`config.mk`:
```
export PLATFORM = sky130hd
export DESIGN_NAME = time_set_input
export DESIGN_NICKNAME = d
export VERILOG_FILES = /design/src/rtl/time_set_input.sv
export SDC_FILE = /design/constraint.sdc
export NUM_CORES = 1
export LEC_CHECK = 0
export ABC_AREA = 1
export CAP_MARGIN = 10
export CORE_MARGIN = 3
export CORE_UTILIZATION = 55
export CTS_BUF_LIST = sky130_fd_sc_hd__clkbuf_8
export DETAILED_ROUTE_END_ITERATION = 12
export GPL_ROUTABILITY_DRIVEN = 0
export PLACE_DENSITY_LB_ADDON = 0.08
export SLEW_MARGIN = 0
export SYNTH_ARGS = -nofsm -noshare
export SYNTH_HDL_FRONTEND = slang
export SYNTH_SLANG_ARGS = --single-unit
```
`constraint.sdc`:
```
create_clock -name clk -period 3.2 [get_ports clk]
set_input_delay 0.48 -clock clk [delete_from_list [all_inputs] [get_ports clk]]
set_output_delay 0.48 -clock clk [all_outputs]
set_load 0.05 [all_outputs]
```
`src/rtl/time_set_input.sv`:
```
// ============================================================================
// Module   : time_set_input
// Purpose  : Debounced five-button MM:SS editor with a BCD step engine and a
//            one-cycle load strobe. Optional: TIME_SET_AUTOREPEAT_EN.
// Revision : 1.0
// ============================================================================
`default_nettype none

module time_set_input #(
    parameter int DEBOUNCE_CYCLES = 1000000,
    parameter int REPEAT_CYCLES   = 25000000
) (
    input  logic       clk,
    input  logic       reset,
    input  logic       btn_c,
    input  logic       btn_u,
    input  logic       btn_d,
    input  logic       btn_l,
    input  logic       btn_r,
    input  logic [3:0] cur_sec_units,
    input  logic [2:0] cur_sec_tens,
    input  logic [3:0] cur_min_units,
    input  logic [2:0] cur_min_tens,
    output logic [3:0] set_sec_units,
    output logic [2:0] set_sec_tens,
    output logic [3:0] set_min_units,
    output logic [2:0] set_min_tens,
    output logic       load,
    output logic       edit_active,
    output logic       edit_field
);

    localparam int DB_W = $clog2(DEBOUNCE_CYCLES + 1);
    localparam int BC   = 4;
    localparam int BU   = 3;
    localparam int BD   = 2;
    localparam int BL   = 1;
    localparam int BR   = 0;

    typedef enum logic [1:0] {IDLE, EDIT_SEC, EDIT_MIN, COMMIT} state_t;
    state_t state;

    logic [4:0] raw;
    logic [4:0] level;
    logic [4:0] level_prev;
    logic [4:0] pulse;

    assign raw = {btn_c, btn_u, btn_d, btn_l, btn_r};

    generate
        for (genvar i = 0; i < 5; i++) begin : g_btn
            logic            sync1;
            logic            sync2;
            logic            level_q;
            logic            level_d;
            logic [DB_W-1:0] cnt;

            always_ff @(posedge clk or negedge reset) begin
                if (!reset) begin
                    sync1   <= 1'b0;
                    sync2   <= 1'b0;
                    level_q <= 1'b0;
                    level_d <= 1'b0;
                    cnt     <= '0;
                end else begin
                    sync1   <= raw[i];
                    sync2   <= sync1;
                    level_d <= level_q;
                    // Any cycle agreeing with the accepted level restarts the count.
                    if (sync2 != level_q) begin
                        if (cnt == DB_W'(DEBOUNCE_CYCLES - 1)) begin
                            level_q <= sync2;
                            cnt     <= '0;
                        end else begin
                            cnt <= cnt + DB_W'(1);
                        end
                    end else begin
                        cnt <= '0;
                    end
                end
            end

            assign level[i]      = level_q;
            assign level_prev[i] = level_d;
        end
    endgenerate

    assign pulse = level & ~level_prev;

    logic in_edit;
    assign in_edit = (state == EDIT_SEC) || (state == EDIT_MIN);

`ifdef TIME_SET_AUTOREPEAT_EN
    localparam int RPT_W = $clog2(REPEAT_CYCLES + 1);
    logic [RPT_W-1:0] rpt_cnt;
    logic             rpt_hold;
    logic             rpt_fire;

    // Exactly one of up/down held; both held is treated like a simultaneous press.
    assign rpt_hold = (level[BU] ^ level[BD]) && in_edit;
    assign rpt_fire = rpt_hold && !pulse[BU] && !pulse[BD]
                      && (rpt_cnt == RPT_W'(REPEAT_CYCLES - 1));

    always_ff @(posedge clk or negedge reset) begin
        if (!reset) begin
            rpt_cnt <= '0;
        end else if (!rpt_hold || pulse[BU] || pulse[BD] || rpt_fire) begin
            rpt_cnt <= '0;
        end else begin
            rpt_cnt <= rpt_cnt + RPT_W'(1);
        end
    end
`endif

    logic press_c, step_up, step_dn, go_min, go_sec;

    always_comb begin
        press_c = pulse[BC];
        step_up = !press_c && pulse[BU] && !pulse[BD];
        step_dn = !press_c && pulse[BD] && !pulse[BU];
        go_min  = !press_c && pulse[BL] && !pulse[BR];
        go_sec  = !press_c && pulse[BR] && !pulse[BL];
`ifdef TIME_SET_AUTOREPEAT_EN
        if (rpt_fire && !press_c) begin
            step_up = level[BU];
            step_dn = level[BD];
        end
`endif
    end

    function automatic logic [6:0] bcd_clamp(input logic [2:0] t, input logic [3:0] u);
        bcd_clamp = {(t > 3'd5) ? 3'd5 : t, (u > 4'd9) ? 4'd9 : u};
    endfunction

    function automatic logic [6:0] bcd_inc(input logic [2:0] t, input logic [3:0] u);
        if (u >= 4'd9) bcd_inc = {(t >= 3'd5) ? 3'd0 : t + 3'd1, 4'd0};
        else           bcd_inc = {t, u + 4'd1};
    endfunction

    function automatic logic [6:0] bcd_dec(input logic [2:0] t, input logic [3:0] u);
        if (u == 4'd0) bcd_dec = {(t == 3'd0) ? 3'd5 : t - 3'd1, 4'd9};
        else           bcd_dec = {t, u - 4'd1};
    endfunction

    always_ff @(posedge clk or negedge reset) begin
        if (!reset) begin
            state         <= IDLE;
            set_sec_units <= 4'd0;
            set_sec_tens  <= 3'd0;
            set_min_units <= 4'd0;
            set_min_tens  <= 3'd0;
            load          <= 1'b0;
            edit_active   <= 1'b0;
            edit_field    <= 1'b0;
        end else begin
            load <= 1'b0;
            case (state)
                IDLE: begin
                    if (press_c) begin
                        state       <= EDIT_SEC;
                        edit_active <= 1'b1;
                        edit_field  <= 1'b0;
                        {set_sec_tens, set_sec_units} <= bcd_clamp(cur_sec_tens, cur_sec_units);
                        {set_min_tens, set_min_units} <= bcd_clamp(cur_min_tens, cur_min_units);
                    end
                end
                EDIT_SEC, EDIT_MIN: begin
                    if (press_c) begin
                        state <= COMMIT;
                        load  <= 1'b1;
                    end else begin
                        if (state == EDIT_SEC && go_min) begin
                            state      <= EDIT_MIN;
                            edit_field <= 1'b1;
                        end
                        if (state == EDIT_MIN && go_sec) begin
                            state      <= EDIT_SEC;
                            edit_field <= 1'b0;
                        end
                        if (state == EDIT_SEC) begin
                            if (step_up)
                                {set_sec_tens, set_sec_units} <= bcd_inc(set_sec_tens, set_sec_units);
                            else if (step_dn)
                                {set_sec_tens, set_sec_units} <= bcd_dec(set_sec_tens, set_sec_units);
                        end else begin
                            if (step_up)
                                {set_min_tens, set_min_units} <= bcd_inc(set_min_tens, set_min_units);
                            else if (step_dn)
                                {set_min_tens, set_min_units} <= bcd_dec(set_min_tens, set_min_units);
                        end
                    end
                end
                COMMIT: begin
                    state       <= IDLE;
                    edit_active <= 1'b0;
                    edit_field  <= 1'b0;
                end
                default: state <= IDLE;
            endcase
        end
    end

endmodule

`default_nettype wire

```
# Word level (Yosys, flattened, before mapping)
# Index checks and enable logic that the tools add are counted.
[totals]
reg_bits = 139
[op_classes]
add_sub_neg = 13
order_cmp = 8
n_eq_ne = 24
muxes = 60
n_bitwise = 2
n_reduce_logical = 35
[ops]
columns = ["op", "count"]
rows = [
  ["$mux W20", 10],
  ["$add A20 B1 Y20 const B", 5],
  ["$eq A20 B20 Y1 const B", 5],
  ["$mux W3", 16],
  ["$mux W4", 12],
  ["$mux W7", 4],
  ["$ne A3 B3 Y1 const B", 6],
  ["$pmux W4 S2", 2],
  ["$reduce_and A2 Y1", 7],
  ["$reduce_and A7 Y1", 2],
  ["$pmux W3 S2", 2],
  ["$logic_and A1 B1 Y1", 10],
  ["$reduce_and A5 Y1", 2],
  ["$add A4 B1 Y4 const B", 2],
  ["$ge A4 B4 Y1 const B", 2],
  ["$gt A4 B4 Y1 const B", 2],
  ["$logic_not A4 Y1", 2],
  ["$mux W2", 4],
  ["$ne A2 B2 Y1 const B", 4],
  ["$sub A4 B1 Y4 const B", 2],
  ["$mux W1", 7],
  ["$add A3 B1 Y3 const B", 2],
  ["$ge A3 B3 Y1 const B", 2],
  ["$gt A3 B3 Y1 const B", 2],
  ["16 further kinds", 28],
]

# Longest topological paths before layout
[depth]
word_depth = 10
mapped_depth = 12

# Least setup slack after synthesis
# Ideal clock, no wire load.
[synth_path]
path_kind = "register -> register"
startpoint = "register set_sec_units[0]"
endpoint = "register set_sec_tens[0]"
t_arrival_ns = 1.714
t_required_ns = 3.082
slack_ns = 1.368
path_stages_with_launch = 11
path_buffers = 0
period_less_slack_ns = 1.832
path_cell_list = "dfrtp_1 > inv_1 > ha_1 > nand3_1 > nand2_1 > nor2_2 > nor2_2 > inv_2 > nand2_2 > nand2_1 > nand2_1"
[synth_via]
elab_chain_len = 3
[synth_rtl]
columns = ["item", "line", "rtl"]
rows = [
  ["start: declaration", "24", "output logic [3:0] set_sec_units,"],
  ["start signal: assignment", "163", "{set_sec_tens, set_sec_units} <= bcd_clamp(cur_sec_tens, cur_sec_units);"],
  ["start signal: assignment", "182", "{set_sec_tens, set_sec_units} <= bcd_inc(set_sec_tens, set_sec_units);"],
  ["start signal: assignment", "184", "{set_sec_tens, set_sec_units} <= bcd_dec(set_sec_tens, set_sec_units);"],
  ["$ge A4 B4 Y1 or $logic_not A4 Y1 (tied branches)", "136, 141", ""],
  ["$ne A3 B3 Y1 (no line)", "-", ""],
  ["$reduce_and A7 Y1 (no line) *", "-", ""],
  ["end signal: assignment", "163", ""],
  ["end signal: assignment", "182", ""],
  ["end signal: assignment", "184", ""],
  ["end: declaration", "25", "output logic [2:0] set_sec_tens,"],
]
# Mark *: on every way between the ends. The rest lies on a longest branch, timed or not.
# A chain may end at the register's enable or synchronous reset.

# Final worst setup path
[layout_path]
startpoint = "register state[0]"
endpoint = "register set_sec_tens[0]"
[layout_via]
elab_chain_len = 4
[layout_rtl]
columns = ["item", "line", "rtl"]
rows = [
  ["start: declaration", "41", "state_t state;"],
  ["start signal: assignment", "147", "state <= IDLE;"],
  ["start signal: assignment", "160", "state <= EDIT_SEC;"],
  ["start signal: assignment", "169", "state <= COMMIT;"],
  ["$eq A2 B1 Y1 or $eq A2 B2 Y1 (tied branches)", "157, 180", ""],
  ["$reduce_or A2 Y1", "157", "case (state)"],
  ["$ne A3 B3 Y1 (no line) (tied with other cells)", "-", ""],
  ["$reduce_and A7 Y1 (no line)", "-", ""],
]
# Parallel ways exist; a longest one is shown, timed or not.

==> impl_metrics.toml <==
[sta]
slew_headroom_pct = 46.5
final-hold-violation-count = 0
rsz0062_at_grt = "false"
fin_hold_ws_ns = 0.0743
finalCritPeriodShare_pct = 72.4
setup_viol = 0
worst_clock_skew_ns = 0.00834
tns_ns = 0
fmax_mhz = 431
min_period_ns = 2.32
tightest_slew_ns = 0.802
drv_slew = 0

[critical_path]
reg2reg_depth = 8
path_class = "reg -> reg"
cpLargestDelayFamily = "adder cells"
path_buf_inv = 1
worstPathRequired_ns = 3.58
crit_top_cell = "nand2_1"
crit_cells = 8
critical_path.max_fanout = 25
end_kind = "register"
critPathMaxStageDelay_ns = 0.82
cp.arrival_ns = 2.70
slowest_stage = "ha_1"
worstPathCellList = "inv_1 -> ha_1 -> nand2_1 -> o21ai_0 -> nand3_4 -> nor2_2 -> nand3_1 -> nand2_1"
critPathLaunchType = "register"

[clock_network]
cts_hold_buf = 0
numCtsBuffers = 17
cts_sinks = 139
cts_root_buf = "clkbuf_8"
clkTransAtPathRegs_ns = 0.07
clk_path_buf_depth = 2
tritoncts = "built"
post_cts_resize_count = 0
clk_latency_ns = 0.45
h-tree-depth = 4
post_cts_buffers = 0

[placed_design]
dp_hpwl_um = 11600
dp_cells = 1265
io_buffers = 37

[min_path]
hold_class = "in -> async"

[synth]
synthesis.instances = 1054
syn-num-nets = 1100
synth.distinct_cells = 36
synth-seq-cells = 139
yosysWarnings = 0
synth-seq-area-share_pct = 43.5
syn_area_per_cell_sq_um = 7.59
syn_area_sq_um = 8000

[drt]
top_layer_used = "met4"
drcViolationCount = 0
vias = 6539
vias_per_cell = 5.05
drt_iter0_drc = 349
met2_length_um = 7170
ant_nets = 0
wl_met3_um = 536
firstDrtPassIters = 5
avgRoutedWirePerCell_um = 12.2
routed_wl_um = 15900
wl_met1_um = 7900

[global_route]
grt.total_usage_pct = 21.1
grt_max_degree = 85
grt_pass1_wl_um = 28000
antenna_found_initial = 0
first_global_vias = 6182
grt_overflow = 0

[final_layout]
mostFrequentLayoutCell = "nand2_1"
area_growth_pct = 12.8
antennaDiodeCount = 0
fin_cells = 1296
final_cell_mix = "238 x nand2_1, 189 x nor2_1, 149 x inv_1, 139 x dfrtp_1, 88 x nand3_1"
nNetsFinal = 1150
drive_gt1_share_pct = 7.97

[pwr]
power.density_nw_per_um2 = 395
power_frac_comb_pct = 3.8
p_switching_mw = 0.771
total_leakage_power_nw = 4.34
p_seq_share_pct = 50.4
p_sw_share_pct = 21.7
p_total_mw = 3.56
clkPwrFrac_pct = 45.8
vdd_drop_max_v = 0.000560
internal-power_mw = 2.79

[floorplanning]
dieArea_sq_um = 16000
die_x_um = 127
rows = 43
io_pins = 38
core-area_sq_um = 14000
start_util_pct = 56.9
chipHeight_um = 127

[run]
drv_cap = 0

[status]
status = "complete, no violations"
## routing by layer
layer	vias to the layer above	GRT usage, %
met3	19	4.34
met4	0	6.88
li1	3390	-
met1	3031	30.3
met2	99	32.3
met5	-	0
## power by group through the flow
| stage | clock network [mW] | logic, mW | registers [mW] |
|---|---|---|---|
| after floorplan | 0 | 0.0611 | 1.82 |
| after global placement | 0 | 0.138 | 1.83 |
| after detailed placement | 0 | 0.139 | 1.83 |
| after CTS | 1.67 | 0.139 | 1.79 |
| after global routing | 1.74 | 0.158 | 1.79 |
| final | 1.63 | 0.135 | 1.79 |
## cell families after synthesis
group / after synthesis / share of synthesized area (%)
AND/OR/NAND/NOR: 623 / 35.5
AO/OA/AOI/OAI: 50 / 3.43
buffers and inverters: 165 / 7.98
adder cells (fa/ha/maj): 25 / 3.91
flip-flops: 139 / 43.5
XOR/XNOR: 52 / 5.70
## Yosys cell counts (all sizes together)
library cell / n / area (sq um)
xor2: 44 / 385
a31oi: 5 / 31.3
o21ai: 19 / 95.1
inv: 156 / 586
nand4: 23 / 144
nor3b: 2 / 15.0
a21boi: 1 / 7.51
nor4: 1 / 6.26
nor3: 38 / 254
or2: 3 / 18.8
ha: 25 / 313
nand3: 95 / 541
o21a: 3 / 22.5
dfrtp: 139 / 3480
a21oi: 20 / 100
nand3b: 2 / 15.0
buf: 8 / 48.8
and3: 3 / 18.8
xnor2: 8 / 70.1
a211o: 1 / 8.76
a2bb2oi: 1 / 8.76
clkbuf: 1 / 3.75
nand2: 251 / 980
nor2: 205 / 845
## final cells by class
cell class	count	area, sq um
Multi-Input combinational cell	750	3880
Timing Repair Buffer	40	394
Tap cell	180	225
Clock inverter	12	196
Sequential cell	139	3480
Inverter	156	586
Fill cell	1252	5020
Clock buffer	19	262
## worst paths after layout
| kind | start | to | slack, ns |
|---|---|---|---|
| setup / recovery | state[0] | set_sec_tens[0] | 0.88 |
| hold / removal | reset | set_min_tens[1] | 0.07 |
| setup reg to reg | state[0] | set_sec_tens[0] | 0.88 |
| hold reg to reg | g_btn[2].sync1 | g_btn[2].sync2 | 0.35 |
| max in group asynchronous | reset | g_btn[0].cnt[19] | 2.23 |
| min in group clk | g_btn[2].sync1 | g_btn[2].sync2 | 0.35 |
## per-stage QoR
step | utilization [%] | cell area [sq um] | worst slack, ns
after floorplan | - | 8000 | 1.37
after global placement | 61.0 | 8560 | 1.08
after detailed placement | 61.0 | 8560 | 0.941
after CTS | 64.2 | 9020 | 0.891
after global routing | 64.2 | 9020 | 0.682
final | 64.2 | 9020 | 0.882
## state kept, by name, summed over array words and instances (netlist names)
signal	cells
set_sec_units	4
g_btn.level_d	5
g_btn.level_q	5
edit_field	1
g_btn.cnt	100
state	2
load	1
g_btn.sync1	5
set_sec_tens	3
g_btn.sync2	5
set_min_units	4
edit_active	1
set_min_tens	3
(Power assumes the default switching activity.)
